<file path="src/rtl/pdm_decimator.sv">
// PDM mic front end: bit clock, 2-flop input sync, 2nd-order CIC decimator.
// clk_in/rst_in, mic_data_in -> mic_clk_out, sample_out, audio_out, sample_valid_out.
module pdm_decimator #(
  parameter  int CLK_DIV = 32,
  parameter  int DECIM   = 64,
  localparam int LD      = $clog2(DECIM),
  localparam int W       = 2 * LD + 2
) (
  input  logic                clk_in,
  input  logic                rst_in,
  input  logic                mic_data_in,
  output logic                mic_clk_out,
  output logic signed [W-1:0] sample_out,
  output logic signed [7:0]   audio_out,
  output logic                sample_valid_out
);

  localparam int CW = $clog2(CLK_DIV);
  localparam int SH = 2 * LD - 7;

  localparam logic [CW-1:0] CNT_MAX  = CW'(CLK_DIV - 1);
  localparam logic [CW-1:0] CNT_HALF = CW'(CLK_DIV / 2);
  localparam logic [LD-1:0] DCNT_MAX = LD'(DECIM - 1);

  localparam logic [W-1:0] ONE     = W'(1);
  localparam logic [W-1:0] NEG_ONE = '1;

  localparam logic signed [W-1:0] A_MAX = W'(127);
  localparam logic signed [W-1:0] A_MIN = -W'(128);

  logic [CW-1:0] cnt;
  logic [LD-1:0] dcnt;

  logic sync1;
  logic sync2;

  logic [W-1:0] i1;
  logic [W-1:0] i2;
  logic [W-1:0] i2_d;
  logic [W-1:0] c1;
  logic [W-1:0] c1_d;
  logic [W-1:0] c2;

  // frame-end tick pipelined through the two comb stages
  logic fe1;
  logic fe2;
  logic fe3;

  logic                tick;
  logic                frame_end;
  logic [W-1:0]        x;
  logic [W-1:0]        c2_next;
  logic signed [W-1:0] c2_sh;
  logic [7:0]          audio_next;

  assign tick      = (cnt == CNT_MAX);
  assign frame_end = tick && (dcnt == DCNT_MAX);

  always_comb begin
    x       = sync2 ? ONE : NEG_ONE;
    c2_next = c1 - c1_d;
    c2_sh   = $signed(c2_next) >>> SH;
    audio_next = c2_sh[7:0];
    if (c2_sh > A_MAX) begin
      audio_next = 8'h7f;
    end else if (c2_sh < A_MIN) begin
      audio_next = 8'h80;
    end
  end

  // bit clock and input sampling
  always_ff @(posedge clk_in) begin
    if (rst_in) begin
      cnt         <= '0;
      mic_clk_out <= 1'b0;
      sync1       <= 1'b0;
      sync2       <= 1'b0;
    end else begin
      cnt         <= tick ? '0 : cnt + CW'(1);
      mic_clk_out <= (cnt < CNT_HALF);
      sync1       <= mic_data_in;
      sync2       <= sync1;
    end
  end

  // integrators run at the PDM bit rate; wraparound is intended
  always_ff @(posedge clk_in) begin
    if (rst_in) begin
      i1   <= '0;
      i2   <= '0;
      dcnt <= '0;
      fe1  <= 1'b0;
    end else begin
      fe1 <= frame_end;
      if (tick) begin
        i1   <= i1 + x;
        i2   <= i2 + i1;
        dcnt <= dcnt + LD'(1);
      end
    end
  end

  // comb stages run once per frame
  always_ff @(posedge clk_in) begin
    if (rst_in) begin
      i2_d <= '0;
      c1   <= '0;
      c1_d <= '0;
      c2   <= '0;
      fe2  <= 1'b0;
      fe3  <= 1'b0;
    end else begin
      fe2 <= fe1;
      fe3 <= fe2;
      if (fe1) begin
        c1   <= i2 - i2_d;
        i2_d <= i2;
      end
      if (fe2) begin
        c2   <= c2_next;
        c1_d <= c1;
      end
    end
  end

  always_ff @(posedge clk_in) begin
    if (rst_in) begin
      audio_out        <= '0;
      sample_valid_out <= 1'b0;
    end else begin
      sample_valid_out <= fe3;
      if (fe2) begin
        audio_out <= audio_next;
      end
    end
  end

  assign sample_out = c2;

endmodule

</file>
<file path="config.mk">
export PLATFORM = sky130hd
export DESIGN_NAME = pdm_decimator
export DESIGN_NICKNAME = d
export VERILOG_FILES = /design/src/rtl/pdm_decimator.sv
export SDC_FILE = /design/constraint.sdc
export NUM_CORES = 1
export LEC_CHECK = 0
export ABC_AREA = 1
export BUFFER_PORTS_ARGS = -buffer_cell sky130_fd_sc_hd__buf_2
export CAP_MARGIN = 30
export CORE_UTILIZATION = 40
export DETAILED_ROUTE_END_ITERATION = 10
export PLACE_DENSITY = 0.62
export SYNTH_ARGS = -nofsm -noshare
export SYNTH_HDL_FRONTEND = slang
export SYNTH_SLANG_ARGS = --single-unit
</file>
<file path="constraint.sdc">
create_clock -name clk_in -period 1.81 [get_ports clk_in]
set_input_delay 0.0905 -clock clk_in [delete_from_list [all_inputs] [get_ports clk_in]]
set_output_delay 0.0905 -clock clk_in [all_outputs]
set_load 0.02 [all_outputs]
</file>
==> results of run 1 <==
[power groups by stage]
stage	logic, W	clock network [W]	registers, W
final	0.000180	0.00198	0.00243
after global routing	0.000198	0.00212	0.00243
after CTS	0.000163	0.00203	0.00243
after detailed placement	0.000158	0	0.00249
after global placement	0.000157	0	0.00249
after floorplan	0.000102	0	0.00249
[metrics by stage]
stage	worst slack [ps]	setup TNS, ps	instance area (um^2)	hold WS [ps]	total power [W]
detailed placement	-99.5	-1080	7550	302	0.00265
CTS	-55.8	-342	8000	120	0.00462
global placement	-80.9	-794	7550	291	0.00264
finish	-79.7	-539	8570	132	0.00459
floorplan	-29.9	-29.9	6720	197	0.00259
global route	-202	-2600	8570	140	0.00475
[final cells by class]
class	instances	area, um^2
Sequential cell	110	2230
Fill cell	1588	7550
Timing Repair Buffer	100	729
Inverter	152	578
Clock inverter	6	61.3
Clock buffer	10	229
Tap cell	216	270
Multi-Input combinational cell	703	4470
[cells in the final DEF (no fill, tap or decap), drive strengths merged]
cell and n:
nor2 92, nand3b 1, clkinvlp 1, fa 4
dfxtp 110, o21ai 86, a21boi 1, clkbuf 10
buf 99, a21oi 92, nand4 12, o22ai 1
xnor2 10, o21a 2, dlygate4sd3 1, o21bai 6
a31oi 2, or2 2, a21o 1, nand2 232
nand3 61, nor3 10, o211ai 16, ha 54
and2 5, xor2 13, inv 156, clkinv 1
[timing repair]
item | in CTS | in global routing
hold endpoints to repair | 1 | 0
pin swaps | 6 | 26
gates resized for setup | 25 | 129
setup buffers | 4 | 2
hold buffers | 1 | 0
endpoints found under the setup margin | 24 | 49
[flip-flops by register name (all words and copies together), names as in the netlist, 5 cells and up]
name / cells
c1: 14
c1_d: 14
i1: 14
i2: 14
i2_d: 14
sample_out: 14
audio_out: 8
dcnt: 6
cnt: 5
[logic make-up (layout without fill, tap and decap cells)]
group	Yosys count	after routing	share of synthesized area (%)
and+or+nand+nor	415	415	26.1
AOI/OAI and AO/OA	207	207	16.5
buffers and inverters	180	268	10.2
DFF	110	110	32.9
adders and majority gates	58	58	11.3
xor gates and xnor gates	23	23	3.01
[worst paths after layout]
| check | from | to | slack (ps) | cells after the start |
|---|---|---|---|---|
| worst max-delay path | c1[0]$_SDFFE_PP0P_ | audio_out[6]$_SDFFE_PP0P_ | -80 | 14 |
| worst min-delay path | rst_in | i1[0]$_SDFFE_PP0P_ | 130 | 3 |
| worst max register to register | c1[0]$_SDFFE_PP0P_ | audio_out[6]$_SDFFE_PP0P_ | -80 | 14 |
| worst min register to register | sync1$_SDFF_PP0_ | sync2$_SDFF_PP0_ | 410 | 2 |
[worst max-delay path, delay by kind of cell, from the launching register on]
kind | cells | cell delay, ps
adders and majority gates | 2 | 510
and+or+nand+nor | 10 | 850
buffers and inverters | 2 | 120
DFF | 1 | 340
[layer usage]
metal | routed length, um | share of wire, % | vias to the layer above
met1 | 8710 | 51 | 2896
li1 | - | - | 3379
met2 | 7690 | 45 | 86
met4 | 137 | 0.80 | 0
met3 | 566 | 3.3 | 11
met5 | 0 | 0 | -
==> run summary, run 1 <==
CLOCK NETWORK
-------------------------------------------------------------------------------
TritonCTS buffer count                                                        9
Clock net sink count                                                        110
H-tree levels                                                                 3
Max Buffers Root-to-Sink                                                      2
Clock root buffer master                                              clkbuf_16
Clock latency on the worst-skew pair                                     360 ps
CTS tree                                                                    yes
Clock slew at reported path FFs                                           80 ps

SETUP PATH
-------------------------------------------------------------------------------
Critical path start-end classification                             flip-flop to flip-flop
Required time of the worst setup path                                   2120 ps
CP Cell Sequence                                                   inv_2 > ha_4 > fa_2 > inv_2 > nand3_2 > nand3_4 > nand3_4 > nand4_1 > nand2_2 > nand2_4 > nand2_2 > nand2_1 > nand2_1 > nand2_1
Most numerous cell on the critical path                                 nand2_1
Stage delay of the slowest cell on the critical path                     360 ps
Maximum fanout along the worst path                                           7
Category of the worst setup path launch point                         flip-flop
Crit path capture type                                                flip-flop
Arrival time of the worst setup path                                    2200 ps
Slowest stage cell on the critical path                                    fa_2

ROUTING
-------------------------------------------------------------------------------
Wire length reported by the detailed router                             17.1 mm
Average wire per cell in the routed design                              13.2 um
Vias/cell                                                                  4.91
Antenna-violating nets left                                                   0
Vias                                                                       6372
Remaining routing DRC violations                                              0
1st-pass router iterations                                                    5
Drt first-iter violations                                                   256

DIE
-------------------------------------------------------------------------------
Full die area                                                        17200 um^2
# IOs                                                                        27
Starting utilization of the core area                                     41.5%
Floorplan Core Area                                                  16100 um^2
Die outline height                                                       131 um
Standard-cell rows                                                           46
Die Width                                                                131 um

STA
-------------------------------------------------------------------------------
Worst slew pin tran                                                      415 ps
Maximum frequency from static timing analysis                         0.529 GHz
Worst rel slew slack                                                      72.3%
RSZ-0062 raised after global routing                                        yes
Clock skew                                                              10.0 ps
Least setup slack across all paths after layout                        -79.7 ps
Final Critical Period                                                   1890 ps
Total of endpoints with negative setup slack in the final report              8
Final hold violations                                                         0
Max Slew Vio Count                                                            0
Final period util                                                          104%

FINISH
-------------------------------------------------------------------------------
Layout cell share with drive strength beyond 1                            24.3%
Final nets                                                                 1137
Share of the core filled with cells in the final layout                   53.2%
# diodes                                                                      0
Post-layout instance count excluding filler cells                          1297
Layout overhead on the synthesized area                                   28.1%

GLOBAL ROUTING
-------------------------------------------------------------------------------
Met2 global-route usage                                                   30.4%
Fraction of met1 tracks used by global routing                            27.8%
Initial antenna violation count                                               0
GR Util met3                                                              3.51%
GRT busiest layer                                                          met2
GRT overflow                                                                  0
Wire length of the first global-routing pass                            27.4 mm
Largest net degree at the start of global routing                            41
Via count of the first global-routing pass                                 5674
Overall Global Routing Usage                                              19.4%

MIN PATH
-------------------------------------------------------------------------------
Worst hold-check path type                                         input port to flip-flop

SYNTHESIS
-------------------------------------------------------------------------------
Top cells by area in the synthesized netlist                       dfxtp_1 (33%), nand2_1 (13%), ha_1 (10%)
Synthesized Nets                                                           1054
Most frequently used cell type in the post-synthesis netlist            nand2_1
Yosys warning total                                                           0
Number of distinct library cells after synthesis                             35
Synth area leader                                                       dfxtp_1
Synthesized area per cell                                             6.74 um^2
Commonest cells in the synthesized netlist                         nand2_1 (227), inv_1 (149), dfxtp_1 (110)
Synth Register Bits                                                         110
Syn Std Cell Area                                                     6690 um^2
Most common flop cell mapped by yosys                                   dfxtp_1
Area share of the largest cell type after synthesis                       32.9%
Number of enable-type register cells in the synthesized netlist               0
Ys async rst share                                                           0%
Cell count after synthesis                                                  993
Sequential element share of the synthesized area                          32.9%

POWER AND IR DROP
-------------------------------------------------------------------------------
Clock group share of total power                                          43.1%
Max rail drop VDD                                                      0.400 mV
Seq pwr share                                                             52.9%
Switching part of the total                                               24.6%
Switching component of the power                                      0.00113 W
Internal Dissipation                                                  0.00346 W
Power density cells                                                 536 nW/um^2
Share of power burned in combinational logic                               3.9%
LEAKAGE                                                                 4.15 nW

PLACEMENT
-------------------------------------------------------------------------------
I/O Buffers                                                                  26
HPWL Detailed                                                           12.3 mm
Cells after DPL                                                            1275
Final GP Congestion                                                       0.886

RUN STATUS
-------------------------------------------------------------------------------
Failing checks                                                     negative setup slack
Run status                                                         finished with violations

JOB
-------------------------------------------------------------------------------
Number of violations of the max-capacitance limit                             0

Note: power is estimated with default switching activity, not from simulation.
==> run 2, diff against run 1 <==
--- a/config.mk
+++ b/config.mk
@@ -8,6 +8,7 @@
 export ABC_AREA = 1
 export BUFFER_PORTS_ARGS = -buffer_cell sky130_fd_sc_hd__buf_2
 export CAP_MARGIN = 30
+export CORE_MARGIN = 4
 export CORE_UTILIZATION = 40
 export DETAILED_ROUTE_END_ITERATION = 10
 export PLACE_DENSITY = 0.62
==> constraint.sdc (replaced) <==
create_clock -name clk_in -period 1.55 [get_ports clk_in]
set_input_delay 0.0775 -clock clk_in [delete_from_list [all_inputs] [get_ports clk_in]]
set_output_delay 0.0775 -clock clk_in [all_outputs]
set_load 0.02 [all_outputs]
==> run 2 against run 1 <==
Against the previous run:
- the run still ends with negative setup slack left
- critical endpoint is now audio_out[3]$_SDFFE_PP0P_
- critical path depth did not move
- count of clock-buffer cells in the layout did not move
- sequential share of layout area decreased by 4.8 points
- largest cell class unchanged
- final cell count up 9.3%
- largest power group unchanged
==> run summary, run 2 (same netlist as run 1, synthesis figures left out) <==
PLACEMENT
-------------------------------------------------------------------------------
Cells after DPL                                                            1359   +6.6%
Placement Setup Slack                                                   -386 ps   -287 ps
HPWL Detailed                                                           12.9 mm   +4.3%
I/O Buffers                                                                  26   unchanged
Cell area reported after detailed placement                           8470 um^2   +12%
Final GP Congestion                                                       0.884   -0.15%

CLOCK NETWORK
-------------------------------------------------------------------------------
Clock latency on the worst-skew pair                                     360 ps   about the same
CTS tree                                                                    yes
Clock net sink count                                                        110   unchanged
TritonCTS buffer count                                                        9   unchanged
Clock root buffer master                                              clkbuf_16
H-tree levels                                                                 3   unchanged
Max Buffers Root-to-Sink                                                      2   unchanged
Clock slew at reported path FFs                                           80 ps   about the same

STA
-------------------------------------------------------------------------------
RSZ-0062 raised after global routing                                        yes
Total of endpoints with negative setup slack in the final report             49   +41
Least setup slack across all paths after layout                         -318 ps   -238 ps
Final hold violations                                                         0   unchanged
Clock skew                                                              6.37 ps   -3.64 ps
Worst rel slew slack                                                      75.2%   +2.9 points
Max Slew Vio Count                                                            0   unchanged
Sum of negative setup slack                                            -7380 ps   -6840 ps
Final period util                                                          121%   +16 points
Worst slew pin tran                                                      371 ps   -44.4 ps
Final Critical Period                                                   1870 ps   -21.8 ps
Maximum frequency from static timing analysis                         0.535 GHz   +1.2%

ROUTING
-------------------------------------------------------------------------------
Routed wl met3                                                           529 um   -6.5%
Metal1 wirelength                                                       8.62 mm   -1.0%
WL met2                                                                 10.8 mm   +40%
Vias/cell                                                                  4.99   +1.7%
Wire length reported by the detailed router                             20.6 mm   +20%
Average wire per cell in the routed design                              14.5 um   +10%
Top Metal Used                                                             met4
1st-pass router iterations                                                    5   unchanged
Drt first-iter violations                                                   302   +18%
Vias                                                                       7077   +11%
Antenna-violating nets left                                                   0   unchanged
Remaining routing DRC violations                                              0   unchanged

DIE
-------------------------------------------------------------------------------
Die outline height                                                       137 um   +4.6%
Standard-cell rows                                                           47   +2.2%
# IOs                                                                        27   unchanged
Full die area                                                        18900 um^2   +9.3%
Die Width                                                                137 um   +4.6%
Starting utilization of the core area                                     40.6%   -0.88 points
Floorplan Core Area                                                  16500 um^2   +2.2%

MIN PATH
-------------------------------------------------------------------------------
Worst hold-check path type                                         input port to flip-flop
Worst Hold Launch                                                        rst_in

SETUP PATH
-------------------------------------------------------------------------------
Required time of the worst setup path                                   1850 ps   -270 ps
Critical path start-end classification                             flip-flop to flip-flop
Maximum fanout along the worst path                                           7   unchanged
Category of the worst setup path launch point                         flip-flop
Crit path capture type                                                flip-flop
Reg-to-reg startpoint                                              c1[0]$_SDFFE_PP0P_
Launch point of the critical path                                  c1[0]$_SDFFE_PP0P_
Arrival time of the worst setup path                                    2170 ps   -30 ps

FINISH
-------------------------------------------------------------------------------
Share of the core filled with cells in the final layout                   65.4%   +12 points
Most used cells in the layout excluding fill and tap cells         nand2_1 (166), buf_4 (147), inv_1 (115), nor2_1 (69), dfxtp_1 (63)
Filler Cell Count                                                          1341   -16%
Layout overhead on the synthesized area                                   60.9%
Most common cell after layout, fill and taps aside                      nand2_1
Post-layout instance count excluding filler cells                          1417   +9.3%
Area occupied by multi-input gates                                    5500 um^2   +23%
Post-route standard cell area excluding fillers                      10800 um^2   +26%
# diodes                                                                      0   unchanged
Final nets                                                                 1253   +10%
Layout cell share with drive strength beyond 1                            47.9%   +24 points
Area occupied by registers                                            2280 um^2   +2.5%

GLOBAL ROUTING
-------------------------------------------------------------------------------
Overall Global Routing Usage                                              20.6%   +1.1 points
Wire length of the first global-routing pass                            31.4 mm   +14%
Initial antenna violation count                                               0   unchanged
GRT overflow                                                                  0   unchanged
Via count of the first global-routing pass                                 6759   +19%
Largest net degree at the start of global routing                            59   +44%

POWER AND IR DROP
-------------------------------------------------------------------------------
Power density cells                                                 506 nW/um^2   -5.6%
LEAKAGE                                                                 5.01 nW   +21%
Max rail drop VDD                                                      0.641 mV   +60%

RUN STATUS
-------------------------------------------------------------------------------
Failing checks                                                     negative setup slack
Run status                                                         finished with violations

JOB
-------------------------------------------------------------------------------
Number of violations of the max-capacitance limit                             0   unchanged

==> run 2: changes by cell type in the layout (fill, tap and decap cells not counted), sizes merged <==
cell	change
clkinvlp	+1
buf	+113
clkbuf	+2
==> run 2: repair_timing <==
item	in CTS	in global routing
resized for setup	245	195
setup endpoints to repair	69	69
gates cloned	1	2
hold endpoints to repair	1	0
pin swaps	94	86
hold buffers	1	0
setup buffers	23	26
==> run 2: final timing paths <==
path	endpoint	slack, ps	depth (start not counted)
max	audio_out[3]$_SDFFE_PP0P_	-320	14
min	i1[0]$_SDFFE_PP0P_	90	2
max reg2reg	audio_out[3]$_SDFFE_PP0P_	-320	14
min reg2reg	sample_valid_out$_SDFF_PP0_	410	2
==> run 2: critical path, stage by stage, from the launching register on <==
cell     delay [ps]
dfxtp_2         340
inv_2            50
ha_4            160
fa_2            380
inv_2            70
nand3_2          80
nand3_4          80
nand3_2          80
nand4_1         150
nand2_4          80
nand2_4         110
nand2_1          60
nand2_1          60
nand2_1          50
nand2_1          60
==> run 2: area by class of cell <==
type,count,area share [%]
clock buffer,10,2.22
inverter,152,5.56
tap,220,2.56
timing repair inverter,1,0.105
sequential,110,21.2
clock inverter,6,0.488
timing repair buffer,215,16.8
multi-input combinational,703,51.1
==> run 2: layer usage <==
metal  vias to the layer above  global-route usage (%)
li1                       3629                       -
met1                      3280                    24.4
met2                       113                    37.7
met3                        55                    3.62
met4                         0                    6.32
met5                         -                       0
==> run 2: per-stage QoR <==
step	hold slack [ps]	total power, W
after floorplan	184	0.00304
after global placement	312	0.00311
after detailed placement	310	0.00311
after CTS	68.6	0.00546
after global routing	104	0.00563
final	92.6	0.00544
==> run 2: power by group <==
| group | total, W | internal, W | switching [W] |
|---|---|---|---|
| sequential | 0.00283 | 0.00282 | 0.0000113 |
| combinational | 0.000313 | 0.000126 | 0.000187 |
| clock | 0.00230 | 0.00116 | 0.00114 |
==> run 3, diff against run 2 <==
--- a/config.mk
+++ b/config.mk
@@ -6,9 +6,8 @@
 export NUM_CORES = 1
 export LEC_CHECK = 0
 export ABC_AREA = 1
-export BUFFER_PORTS_ARGS = -buffer_cell sky130_fd_sc_hd__buf_2
+export BUFFER_PORTS_ARGS = -buffer_cell sky130_fd_sc_hd__buf_4
 export CAP_MARGIN = 30
-export CORE_MARGIN = 4
 export CORE_UTILIZATION = 40
 export DETAILED_ROUTE_END_ITERATION = 10
 export PLACE_DENSITY = 0.62
==> run 3 against run 2 <==
Against the previous run:
- the run still ends with negative setup slack left
- via count decreased by 0.13%
- setup slack better by 40 ps
- count of clock-buffer cells in the layout shrank 1
- routed wire length down 1.3%
- sequential share of layout area increased by 0.66 points
- cell area decreased by 2.6%
- critical path type unchanged
==> run summary, run 3 (same netlist as run 1, synthesis figures left out) <==
RUN STATUS
-------------------------------------------------------------------------------
Run status                                                         finished with violations
Failing checks                                                     negative setup slack

CLOCK NETWORK
-------------------------------------------------------------------------------
Clock slew at reported path FFs                                           90 ps   about the same
CTS tree                                                                    yes
Clock root buffer master                                              clkbuf_16
Max Buffers Root-to-Sink                                                      2   unchanged
TritonCTS buffer count                                                        9   unchanged
Clock latency on the worst-skew pair                                     360 ps   about the same
H-tree levels                                                                 3   unchanged
Clock net sink count                                                        110   unchanged

PLACEMENT
-------------------------------------------------------------------------------
I/O Buffers                                                                  26   unchanged
Cells after DPL                                                            1338   -1.5%
Final GP Congestion                                                       0.911   +3.0%
HPWL Detailed                                                           13.1 mm   +1.8%

SETUP PATH
-------------------------------------------------------------------------------
CP Cell Sequence                                                   inv_2 > ha_4 > fa_2 > inv_2 > nand3_2 > nand3_2 > nand3_2 > nand3_2 > nand2_2 > nand2_4 > nand2_4 > nand2_1 > nand2_1 > nand2_1 > nand2_1
Maximum fanout along the worst path                                           7   unchanged
Internal reg-to-reg setup slack                                         -280 ps   +40 ps
Arrival time of the worst setup path                                    2090 ps   -80 ps
Crit path capture type                                                flip-flop
Largest delay contributor family on the critical path              simple AND/OR/NAND/NOR gates
Stage delay of the slowest cell on the critical path                     360 ps   -20 ps
Buffering stage count on the worst path with inverters included               2   unchanged
Launch point of the critical path                                  c1[0]$_SDFFE_PP0P_
Critical Path End                                                  audio_out[5]$_SDFFE_PP0P_
FF-to-FF path depth                                                          15   +1
Required time of the worst setup path                                   1810 ps   -40 ps
Crit path depth                                                              15   +1
Category of the worst setup path launch point                         flip-flop
Critical path start-end classification                             flip-flop to flip-flop
Reg-to-reg startpoint                                              c1[0]$_SDFFE_PP0P_
Slowest stage cell on the critical path                                    fa_2
Capturing point of the worst reg2reg path                          audio_out[5]$_SDFFE_PP0P_

ROUTING
-------------------------------------------------------------------------------
Remaining routing DRC violations                                              0   unchanged
Vias                                                                       7068   -0.13%
1st-pass router iterations                                                    5   unchanged
Antenna-violating nets left                                                   0   unchanged
Vias/cell                                                                  5.09   +1.9%
Drt first-iter violations                                                   403   +33%
Average wire per cell in the routed design                              14.6 um   +0.69%
Wire length reported by the detailed router                             20.3 mm   -1.3%

GLOBAL ROUTING
-------------------------------------------------------------------------------
Initial antenna violation count                                               0   unchanged
Largest net degree at the start of global routing                            59   unchanged
Wire length of the first global-routing pass                            32.2 mm   +2.5%
GRT overflow                                                                  0   unchanged
GRT busiest layer                                                          met2
GR Util met3                                                              2.16%   -1.5 points
Met2 global-route usage                                                   39.4%   +1.7 points
Via count of the first global-routing pass                                 6828   +1.0%
Fraction of met1 tracks used by global routing                            29.4%   +5.0 points
Overall Global Routing Usage                                              22.6%   +2.1 points

DIE
-------------------------------------------------------------------------------
Full die area                                                        17200 um^2   -8.5%
Standard-cell rows                                                           46   -2.1%
# IOs                                                                        27   unchanged
Starting utilization of the core area                                     41.5%   +0.88 points
Die outline height                                                       131 um   -4.4%
Floorplan Core Area                                                  16100 um^2   -2.1%
Die Width                                                                131 um   -4.4%

STA
-------------------------------------------------------------------------------
Clock skew                                                              14.0 ps   +7.63 ps
Sum of negative setup slack                                            -6110 ps   +1270 ps
Final hold violations                                                         0   unchanged
Least setup slack across all paths after layout                         -278 ps   +40.3 ps
Worst rel slew slack                                                      79.2%   +4.0 points
Total of endpoints with negative setup slack in the final report             45   -8.2%
Worst slew pin tran                                                      309 ps   -62.0 ps
Maximum frequency from static timing analysis                         0.547 GHz   +2.2%
Hold_ws                                                                 37.9 ps   -54.7 ps
Final period util                                                          118%   -2.6 points
Max Slew Vio Count                                                            0   unchanged
Final Critical Period                                                   1830 ps   -40.3 ps
RSZ-0062 raised after global routing                                        yes

FINISH
-------------------------------------------------------------------------------
Filler Cell Count                                                          1299   -3.1%
Area occupied by registers                                            2290 um^2   +0.49%
Post-layout instance count excluding filler cells                          1389   -2.0%
Share of the core filled with cells in the final layout                   65.1%   -0.29 points
Layout cell share with drive strength beyond 1                            46.4%   -1.5 points
Most common cell after layout, fill and taps aside                      nand2_1
Area occupied by multi-input gates                                    5440 um^2   -1.1%
Final nets                                                                 1229   -1.9%
# diodes                                                                      0   unchanged
Most used cells in the layout excluding fill and tap cells         nand2_1 (168), buf_4 (163), inv_1 (113), nor2_1 (64), dfxtp_1 (60)
Layout overhead on the synthesized area                                   56.8%

POWER AND IR DROP
-------------------------------------------------------------------------------
Power consumption                                                     0.00553 W   +1.6%
Power density cells                                                 527 nW/um^2   +4.3%
LEAKAGE                                                                 4.83 nW   -3.7%
Max rail drop VDD                                                      0.617 mV   -3.7%

MIN PATH
-------------------------------------------------------------------------------
Worst Hold Launch                                                        rst_in
Worst hold-check path type                                         input port to flip-flop

JOB
-------------------------------------------------------------------------------
Number of violations of the max-capacitance limit                             0   unchanged

[run 3: what timing repair did]
| item | 4_1_cts | 5_1_grt |
|---|---|---|
| hold endpoints to repair | 1 | 0 |
| gates cloned | 1 | 0 |
| hold buffers | 1 | 0 |
| setup endpoints to repair | 59 | 68 |
| resized for setup | 240 | 174 |
| pin swaps | 97 | 97 |
| setup buffers | 20 | 18 |
[run 3: how the worst min path moves through the flow]
stage	endpoint	slack [ps]	cells past startpoint
finish	i2[13]$_SDFFE_PP0P_	40	2
global route	i2[13]$_SDFFE_PP0P_	50	2
CTS	sample_out[6]$_SDFFE_PP0P_	50	2
detailed placement	sync1$_SDFF_PP0_	280	3
global placement	sync1$_SDFF_PP0_	280	3
floorplan	sync1$_SDFF_PP0_	180	2
[run 3: layout make-up]
type	instances	area share, %
Multi-Input combinational cell	703	51.8
Sequential cell	110	21.9
Timing Repair Buffer	191	15.1
Inverter	152	5.64
Tap cell	216	2.58
Clock buffer	9	2.15
Clock inverter	7	0.751
Timing Repair inverter	1	0.107
[run 3: layer usage]
layer  routed length, um  vias to the layer above
li1                    -                     3577
met3                 506                       33
met1                9190                     3324
met5                   0                        -
met2               10200                      134
met4                 425                        0
[run 3: through the flow]
stage               setup slack (ps)  cell area (um^2)
floorplan                       -250              6990
global placement                -258              8360
detailed placement              -331              8360
CTS                             -274              9810
global route                    -405             10500
finish                          -278             10500
[run 3: where the power goes]
part           internal (W)  total [W]  switching [W]
registers           0.00281    0.00282      0.0000116
logic              0.000120   0.000295       0.000175
clock network       0.00117    0.00241        0.00125
